### config.mk
export PLATFORM = sky130hd
export DESIGN_NAME = id_ex_hazard_stage_flat
export DESIGN_NICKNAME = d
export VERILOG_FILES = /design/src/rtl/id_ex_hazard_stage_if.sv /design/src/rtl/id_ex_hazard_stage.sv /design/src/flat_wrapper.sv
export SDC_FILE = /design/constraint.sdc
export NUM_CORES = 1
export LEC_CHECK = 0
export ABC_AREA = 1
export CAP_MARGIN = 20
export CORE_ASPECT_RATIO = 0.9
export CORE_MARGIN = 2
export CORE_UTILIZATION = 42
export CTS_CLUSTER_SIZE = 8
export DETAILED_ROUTE_END_ITERATION = 8
export PLACE_DENSITY = 0.84
export SLEW_MARGIN = 20
export SYNTH_ARGS = -nofsm -noshare
export SYNTH_HDL_FRONTEND = slang
export SYNTH_SLANG_ARGS = --single-unit
### constraint.sdc
create_clock -name clk -period 1.95 [get_ports clk]
set_input_delay 0.195 -clock clk [delete_from_list [all_inputs] [get_ports clk]]
set_output_delay 0.195 -clock clk [all_outputs]
set_load 0.005 [all_outputs]
### src/rtl/id_ex_hazard_stage_if.sv
// Bundles the ID-side inputs, forwarding sources and ID/EX outputs of the hazard stage.
interface id_ex_hazard_stage_if #(
   parameter int XLEN  = 32,
   parameter int CNT_W = 16
);
   logic             id_valid;
   logic [4:0]       id_rs1;
   logic [4:0]       id_rs2;
   logic             id_uses_rs1;
   logic             id_uses_rs2;
   logic [4:0]       id_rd;
   logic [XLEN-1:0]  id_rs1_data;
   logic [XLEN-1:0]  id_rs2_data;
   logic [XLEN-1:0]  id_imm;
   logic [7:0]       id_ctrl;
   logic             ex_flush;
   logic             pipe_hold;
   logic [1:0]       forward_a;
   logic [1:0]       forward_b;
   logic [XLEN-1:0]  ex_mem_alu_result;
   logic [XLEN-1:0]  mem_wb_wdata;

   logic             stall;
   logic             id_ex_valid;
   logic [4:0]       id_ex_rs1;
   logic [4:0]       id_ex_rs2;
   logic [4:0]       id_ex_rd;
   logic [7:0]       id_ex_ctrl;
   logic [XLEN-1:0]  op_a;
   logic [XLEN-1:0]  op_b;
   logic [XLEN-1:0]  store_data;
   logic [CNT_W-1:0] bubble_count;

   modport master (
      output id_valid, id_rs1, id_rs2, id_uses_rs1, id_uses_rs2, id_rd,
             id_rs1_data, id_rs2_data, id_imm, id_ctrl, ex_flush, pipe_hold,
             forward_a, forward_b, ex_mem_alu_result, mem_wb_wdata,
      input  stall, id_ex_valid, id_ex_rs1, id_ex_rs2, id_ex_rd, id_ex_ctrl,
             op_a, op_b, store_data, bubble_count
   );

   modport slave (
      input  id_valid, id_rs1, id_rs2, id_uses_rs1, id_uses_rs2, id_rd,
             id_rs1_data, id_rs2_data, id_imm, id_ctrl, ex_flush, pipe_hold,
             forward_a, forward_b, ex_mem_alu_result, mem_wb_wdata,
      output stall, id_ex_valid, id_ex_rs1, id_ex_rs2, id_ex_rd, id_ex_ctrl,
             op_a, op_b, store_data, bubble_count
   );
endinterface

### src/rtl/id_ex_hazard_stage.sv
// ID/EX pipeline register with load-use detection, flush/hold/bubble control,
// EX operand forwarding muxes and a saturating load-use bubble counter.
module id_ex_hazard_stage #(
   parameter int XLEN  = 32,
   parameter int CNT_W = 16
) (
   input logic                clk,
   input logic                rst,
   id_ex_hazard_stage_if.slave bus
);
   localparam int MEMREAD_BIT = 6;
   localparam int ALUSRC_BIT  = 3;

   logic [XLEN-1:0] rs1_data_q;
   logic [XLEN-1:0] rs2_data_q;
   logic [XLEN-1:0] imm_q;
   logic            lu;
   logic [XLEN-1:0] fwd_a_val;
   logic [XLEN-1:0] fwd_b_val;

   always_comb begin
      lu = bus.id_valid && bus.id_ex_valid && bus.id_ex_ctrl[MEMREAD_BIT] &&
           (bus.id_ex_rd != 5'd0) &&
           ((bus.id_uses_rs1 && (bus.id_ex_rd == bus.id_rs1)) ||
            (bus.id_uses_rs2 && (bus.id_ex_rd == bus.id_rs2)));
   end

   assign bus.stall = lu && !bus.ex_flush && !bus.pipe_hold;

   // Select 11 is unused by the forwarding unit and falls back to the register value.
   function automatic logic [XLEN-1:0] fwd_mux(input logic [1:0]      sel,
                                               input logic [XLEN-1:0] reg_val,
                                               input logic [XLEN-1:0] ex_mem_val,
                                               input logic [XLEN-1:0] mem_wb_val);
      case (sel)
         2'b10:   return ex_mem_val;
         2'b01:   return mem_wb_val;
         default: return reg_val;
      endcase
   endfunction

   always_comb begin
      fwd_a_val = fwd_mux(bus.forward_a, rs1_data_q, bus.ex_mem_alu_result, bus.mem_wb_wdata);
      fwd_b_val = fwd_mux(bus.forward_b, rs2_data_q, bus.ex_mem_alu_result, bus.mem_wb_wdata);
   end

   assign bus.op_a       = fwd_a_val;
   assign bus.store_data = fwd_b_val;
   assign bus.op_b       = bus.id_ex_ctrl[ALUSRC_BIT] ? imm_q : fwd_b_val;

   always_ff @(posedge clk) begin
      if (rst) begin
         bus.id_ex_valid  <= 1'b0;
         bus.id_ex_rs1    <= '0;
         bus.id_ex_rs2    <= '0;
         bus.id_ex_rd     <= '0;
         bus.id_ex_ctrl   <= '0;
         rs1_data_q       <= '0;
         rs2_data_q       <= '0;
         imm_q            <= '0;
         bus.bubble_count <= '0;
      end else if (bus.ex_flush || (!bus.pipe_hold && lu)) begin
         // Flush and load-use both inject a bubble; only load-use is counted.
         bus.id_ex_valid <= 1'b0;
         bus.id_ex_rs1   <= '0;
         bus.id_ex_rs2   <= '0;
         bus.id_ex_rd    <= '0;
         bus.id_ex_ctrl  <= '0;
         rs1_data_q      <= '0;
         rs2_data_q      <= '0;
         imm_q           <= '0;
         if (!bus.ex_flush && (bus.bubble_count != '1))
            bus.bubble_count <= bus.bubble_count + 1'b1;
      end else if (!bus.pipe_hold) begin
         bus.id_ex_valid <= bus.id_valid;
         bus.id_ex_rs1   <= bus.id_rs1;
         bus.id_ex_rs2   <= bus.id_rs2;
         bus.id_ex_rd    <= bus.id_rd;
         bus.id_ex_ctrl  <= bus.id_valid ? bus.id_ctrl : 8'd0;
         rs1_data_q      <= bus.id_rs1_data;
         rs2_data_q      <= bus.id_rs2_data;
         imm_q           <= bus.id_imm;
      end
   end
endmodule
### src/flat_wrapper.sv
// flat-port wrapper written by rule: the top's interface ports become plain ports
module id_ex_hazard_stage_flat 
#(
   parameter int XLEN  = 32,
   parameter int CNT_W = 16
)
  (clk, rst, bus_id_valid, bus_id_rs1, bus_id_rs2, bus_id_uses_rs1, bus_id_uses_rs2, bus_id_rd, bus_id_rs1_data, bus_id_rs2_data, bus_id_imm, bus_id_ctrl, bus_ex_flush, bus_pipe_hold, bus_forward_a, bus_forward_b, bus_ex_mem_alu_result, bus_mem_wb_wdata, bus_stall, bus_id_ex_valid, bus_id_ex_rs1, bus_id_ex_rs2, bus_id_ex_rd, bus_id_ex_ctrl, bus_op_a, bus_op_b, bus_store_data, bus_bubble_count);
  id_ex_hazard_stage_if #(.XLEN(XLEN), .CNT_W(CNT_W)) bus_i ();
  input logic clk;
  input logic rst;
  input wire logic [$bits(bus_i.id_valid)-1:0] bus_id_valid;
  input wire logic [$bits(bus_i.id_rs1)-1:0] bus_id_rs1;
  input wire logic [$bits(bus_i.id_rs2)-1:0] bus_id_rs2;
  input wire logic [$bits(bus_i.id_uses_rs1)-1:0] bus_id_uses_rs1;
  input wire logic [$bits(bus_i.id_uses_rs2)-1:0] bus_id_uses_rs2;
  input wire logic [$bits(bus_i.id_rd)-1:0] bus_id_rd;
  input wire logic [$bits(bus_i.id_rs1_data)-1:0] bus_id_rs1_data;
  input wire logic [$bits(bus_i.id_rs2_data)-1:0] bus_id_rs2_data;
  input wire logic [$bits(bus_i.id_imm)-1:0] bus_id_imm;
  input wire logic [$bits(bus_i.id_ctrl)-1:0] bus_id_ctrl;
  input wire logic [$bits(bus_i.ex_flush)-1:0] bus_ex_flush;
  input wire logic [$bits(bus_i.pipe_hold)-1:0] bus_pipe_hold;
  input wire logic [$bits(bus_i.forward_a)-1:0] bus_forward_a;
  input wire logic [$bits(bus_i.forward_b)-1:0] bus_forward_b;
  input wire logic [$bits(bus_i.ex_mem_alu_result)-1:0] bus_ex_mem_alu_result;
  input wire logic [$bits(bus_i.mem_wb_wdata)-1:0] bus_mem_wb_wdata;
  output wire logic [$bits(bus_i.stall)-1:0] bus_stall;
  output wire logic [$bits(bus_i.id_ex_valid)-1:0] bus_id_ex_valid;
  output wire logic [$bits(bus_i.id_ex_rs1)-1:0] bus_id_ex_rs1;
  output wire logic [$bits(bus_i.id_ex_rs2)-1:0] bus_id_ex_rs2;
  output wire logic [$bits(bus_i.id_ex_rd)-1:0] bus_id_ex_rd;
  output wire logic [$bits(bus_i.id_ex_ctrl)-1:0] bus_id_ex_ctrl;
  output wire logic [$bits(bus_i.op_a)-1:0] bus_op_a;
  output wire logic [$bits(bus_i.op_b)-1:0] bus_op_b;
  output wire logic [$bits(bus_i.store_data)-1:0] bus_store_data;
  output wire logic [$bits(bus_i.bubble_count)-1:0] bus_bubble_count;
  assign bus_i.id_valid = bus_id_valid;
  assign bus_i.id_rs1 = bus_id_rs1;
  assign bus_i.id_rs2 = bus_id_rs2;
  assign bus_i.id_uses_rs1 = bus_id_uses_rs1;
  assign bus_i.id_uses_rs2 = bus_id_uses_rs2;
  assign bus_i.id_rd = bus_id_rd;
  assign bus_i.id_rs1_data = bus_id_rs1_data;
  assign bus_i.id_rs2_data = bus_id_rs2_data;
  assign bus_i.id_imm = bus_id_imm;
  assign bus_i.id_ctrl = bus_id_ctrl;
  assign bus_i.ex_flush = bus_ex_flush;
  assign bus_i.pipe_hold = bus_pipe_hold;
  assign bus_i.forward_a = bus_forward_a;
  assign bus_i.forward_b = bus_forward_b;
  assign bus_i.ex_mem_alu_result = bus_ex_mem_alu_result;
  assign bus_i.mem_wb_wdata = bus_mem_wb_wdata;
  assign bus_stall = bus_i.stall;
  assign bus_id_ex_valid = bus_i.id_ex_valid;
  assign bus_id_ex_rs1 = bus_i.id_ex_rs1;
  assign bus_id_ex_rs2 = bus_i.id_ex_rs2;
  assign bus_id_ex_rd = bus_i.id_ex_rd;
  assign bus_id_ex_ctrl = bus_i.id_ex_ctrl;
  assign bus_op_a = bus_i.op_a;
  assign bus_op_b = bus_i.op_b;
  assign bus_store_data = bus_i.store_data;
  assign bus_bubble_count = bus_i.bubble_count;
  id_ex_hazard_stage #(.XLEN(XLEN), .CNT_W(CNT_W)) u_core (.clk(clk), .rst(rst), .bus(bus_i));
endmodule
Word level (Yosys, flattened, before mapping)
Cells that the tools add are included.
- flip-flop bits (word level): 136
- latch bits: 0
- memory bits (writable): 0
- ROM bits: 0
- input port bits: 194
- output and inout bits: 137
- memories: 0
- $add $sub $neg: 1
- multiply operators: 0
- div/mod/pow operators: 0
- order comparisons: 0
- eq/ne operators: 7
- shift-type cells: 0
- multiplexer cells: 4
- bitwise gates (word level): 0
- reduce and logical (&&, ||, !) cells: 17
- operator list (kind ; number):
    32-bit one-hot mux with 2 select lines ; 2
    32-bit 2-to-1 mux ; 1
    16-bit by 1-bit adder with 16-bit output (second input constant) ; 1
    16-bit inequality test (second input constant) ; 1
    5-bit == test ; 2
    1-bit logical AND ; 10
    8-bit 2-to-1 mux ; 1
    5-bit nonzero test ; 1
    2-bit by 1-bit == test with 1-bit output (second input constant) ; 2
    2-bit == test (second input constant) ; 2
    1-bit logical NOT ; 2
    1-bit logical OR ; 2
    2-bit AND reduction ; 1
    2-bit OR reduction ; 1

Logic depth before layout (Yosys ltp)
- depth in word-level cells: 7
- mapped depth: 11
- gate-level depth less buffers: 10

Worst setup path after synthesis
OpenSTA, ideal clock, no wires.
- path type: reg2reg
- start point: reg u_core.bus.bubble_count[0] (netlist name)
- end point: reg u_core.bus.bubble_count[7] (netlist name)
- data arrival time: 1.469 ns
- setup slack: 0.349 ns
- cell stages (with the launch flop): 8
- path through: dfxtp_1 > ha_1 > nand3_2 > nor3_4 > a31oi_1 > buf_4 > nand3_1 > a21oi_1
- cells in the longest elaborated chain, start to end: 3
- elaborated cells on any way between the ends: 4
- ends and longest elaborated chain (item ; RTL line ; RTL):
    start, declared ; id_ex_hazard_stage_if.sv:47 ; op_a, op_b, store_data, bubble_count
    start signal, assigned ; id_ex_hazard_stage.sv:73 ; bus.bubble_count <= bus.bubble_count + 1'b1;
    branches (longest 3 deep; another with 16-bit by 1-bit adder with 16-bit output) ; - ;
Several ways; the timed one is not identified.
A chain may end at the register's enable or synchronous reset.

Worst setup path after layout
- start point: in bus_forward_b[0]
- end point: out bus_store_data[26]
- cells in the longest elaborated chain, start to end: 2
- elaborated cells on any way between the ends: 3
- ends and longest elaborated chain (item ; RTL line ; RTL):
    start, declared ; flat_wrapper.sv:24 ; input wire logic [$bits(bus_i.forward_b)-1:0] bus_forward_b;
    2-bit by 1-bit == test with 1-bit output or 2-bit == test (tied branches) ; id_ex_hazard_stage.sv:35 ; case (sel)
    32-bit one-hot mux with 2 select lines * ; id_ex_hazard_stage.sv:35 ;
    end, declared ; flat_wrapper.sv:35 ; output wire logic [$bits(bus_i.store_data)-1:0] bus_store_data;
Every way passes the cells marked *; elsewhere a longest branch is shown, timed or not.

==> reports/metrics.csv <==
stage;metric;value;unit
status;outcome;finished clean;
synthesis;synthSimpleGateAreaFrac;32.3;%
min_path;hold_path.class;in2reg;
timing;hold_viol_final;0;
worst_setup_path;critPathKind;in2out;
floorplan;io_pins;331;
timing;period_share;98.8;%
power;power.density;721;nW/µm²
synthesis;synth_top_family_by_area;simple AND/OR/NAND/NOR gates;
routing;initialDrtViolationCount;663;
synthesis;synth_edf_count;0;
final_layout;drive_gt1_share;11.9;%
floorplan;start_util;43.1;%
synthesis;synth-seq-cells;136;
routing;antenna_left;0;
synthesis;synth_ff_type;dfxtp_1;
placed_design;dpl-instance-area;10800;µm²
worst_setup_path;arrival;1730;ps
cts;htree_num_levels;4;
cts;cts_buffers;17;
timing;period_minus_slack;1930;ps
worst_setup_path;reg2regPathDepth;8;
final_layout;multi_input_area;3960;µm²
synthesis;synthAdderAreaFrac;0.897;%
final_layout;area_delta_synth_final;69.0;%
final_layout;mostFrequentLayoutCells;422 x nand2_1, 239 x clkdlybuf4s50_1, 229 x a21oi_1, 131 x dfxtp_1, 110 x nor2_1;
final_layout;instances_no_fill;1681;
global_route;antenna_found_initial;1;
cts;cts_tree;built;
floorplan;num_rows;44;
worst_setup_path;endpoint_kind;output pin;
timing;setup_viol;0;
synthesis;synthXorXnorAreaFrac;1.63;%
synthesis;synth_compound_area_share;19.4;%
routing;wire_per_inst;17.6;µm
final_layout;nNetsFinal;1660;
synthesis;avgSynthCellArea;6.31;µm²
synthesis;synth_nets;1305;
final_layout;fin_area;11800;µm²
min_path;min_path_cells;3;
timing;skew;8.10;ps
global_route;grt_max_degree;130;
synthesis;synth_area;6980;µm²
cts;clockRootBuffer;clkbuf_16;
synthesis;synthCells;1106;
timing;grt_setup_unrepaired;yes;
synthesis;synthMuxAreaShare;0;%
final_layout;nFillCells;1340;
worst_setup_path;regToRegSetupSlack;250;ps
min_path;worstHoldStart;bus_id_rd[1];
timing;max_freq;0.519;GHz
routing;viasPerCell;5.34;
floorplan;core;16200;µm²
cts;cts_sinks;136;
power;vdd_drop_max;0.619;mV
cts;path_clk_slew;60;ps
placed_design;io_buffers;330;
global_route;gr-total-overflow;0;
routing;vias;8979;
floorplan;die_h;126;µm
placed_design;placedCellCount;1632;
final_layout;antenna_cells;0;
synthesis;synth-warning-count;0;
timing;slew_headroom;59.9;%
timing;tightest_slew;602;ps
routing;drt-pass1-iter-count;6;
global_route;grt_pass1_wl;45.1;mm
worst_setup_path;cp_data_required_time;1750;ps
worst_setup_path;crit_path_max_fanout;6;
synthesis;synth.distinct_cells;27;
timing;finalSetupTns;0;ps
final_layout;fin_util;72.8;%
min_path;worst_hold_path.endpoint;u_core.bus.id_ex_rd[1]$_SDFFE_PP0N_;
power;p_leak;5.07;nW
synthesis;synthArstFlopShare;0;%
run;maxCapViolCount;0;
worst_setup_path;start_kind;primary input;
worst_setup_path;r2r_start;u_core.bus.bubble_count[1]$_SDFFE_PP0P_;
synthesis;ys_seq_area_share;39.0;%
floorplan;die_x;140;µm
floorplan;die_area;17700;µm²
global_route;grt_pass1_vias;8487;
cts;cts_max_path_buffers;2;
routing;drc;0;
global_route;grtUsageTotal;32.4;%
routing;wl;29.6;mm
placed_design;routabilityCongestion;0.917;
worst_setup_path;r2r_end;u_core.bus.bubble_count[11]$_SDFFE_PP0P_;
placed_design;post-dp-hpwl;20.7;mm
final_layout;final_common_cell;nand2_1;
final_layout;seqCellArea;2740;µm²
cts;holdBufCountCts;0;
cts;insertion_delay;420;ps
timing;slew_violations;0;
synth_stat cells, types with 2 or more instances:
library cell,count,area share [%]
clkbuf_1,56,3.0
buf_1,4,0.22
nand3_2,2,0.29
nor3_1,4,0.29
nand2_2,2,0.18
inv_2,4,0.22
inv_1,28,1.5
a21oi_1,256,18
nand3_1,26,1.9
buf_4,13,1.4
dfxtp_1,136,39
buf_2,2,0.14
xor2_1,8,1.0
nor2_1,110,5.9
nand2_1,428,23
xnor2_1,5,0.63
a22oi_1,8,0.86
ha_1,5,0.90
worst max-delay path by stage:
stage | from | endpoint | cells after the start
2_1_floorplan | u_core.bus.bubble_count[0]$_SDFFE_PP0P_ | u_core.bus.bubble_count[7]$_SDFFE_PP0P_ | 7
3_3_place_gp | bus_forward_b[0] | bus_store_data[30] | 9
3_5_place_dp | bus_forward_b[0] | bus_op_b[13] | 10
4_1_cts | u_core.bus.id_ex_ctrl[3]$_SDFFE_PP0N_ | bus_op_b[0] | 4
5_1_grt | bus_forward_b[0] | bus_op_b[15] | 13
6_report | bus_forward_b[0] | bus_store_data[26] | 8
per-layer routing:
metal  vias up  global-route usage, %  routed length (µm)
met2       523                   53.5               13900
met5         -                      0                  13
met4         2                   16.6                1460
li1       4279                      -                   -
met3        93                   8.59                2730
met1      4082                   38.9               11400
area by class of cell:
class                           count  area share (%)
Multi-Input combinational cell    861            33.6
Inverter                           33            1.08
Tap cell                          207            2.20
Timing Repair Buffer              412            34.5
Sequential cell                   136            23.2
Clock inverter                     14            1.68
Clock buffer                       18            3.73
logic make-up (layout without fill, tap and decap cells):
group,Yosys count,after routing
AO/OA/AOI/OAI,266,266
XOR/XNOR,13,13
buffers and inverters,109,477
flip-flops,136,136
adder cells (fa/ha/maj),5,5
AND/OR/NAND/NOR,577,577
metrics by stage:
step	power (mW)	hold slack, ps	setup slack (ps)
finish	8.49	321	22.6
global route	8.84	312	-9.66
CTS	8.51	302	5.16
detailed placement	5.04	449	-681
global placement	5.02	444	-575
floorplan	3.67	339	349
where the power goes:
part / total (mW) / switching, mW / internal (mW)
Combinational: 2.11 / 0.990 / 1.12
Sequential: 2.91 / 0.0499 / 2.86
Clock: 3.48 / 1.29 / 2.18
Total: 8.49 / 2.33 / 6.16
registers in the layout, indices dropped and copies added, names as in the netlist:
signal	count
u_core.bus.id_ex_rs1	5
u_core.bus.id_ex_valid	1
u_core.bus.id_ex_rs2	5
u_core.rs2_data_q	32
u_core.bus.id_ex_ctrl	8
u_core.bus.id_ex_rd	5
u_core.rs1_data_q	32
u_core.imm_q	32
u_core.bus.bubble_count	16
repair_timing:
| action | in CTS | in global routing |
|---|---|---|
| pin swaps | 26 | 6 |
| resized for setup | 142 | 21 |
| buffers inserted | 13 | 2 |
| gates cloned | 3 | 1 |
| setup endpoints to repair | 97 | 15 |
worst max-delay path, cell delays in order:
cell and delay [ps]:
buf_4 130, inv_2 60, ha_4 230, buf_8 140
a21oi_1 280, a21oi_2 120, buf_4 150, clkdlybuf4s50_1 440
Note: power is estimated with default switching activity, not from simulation.
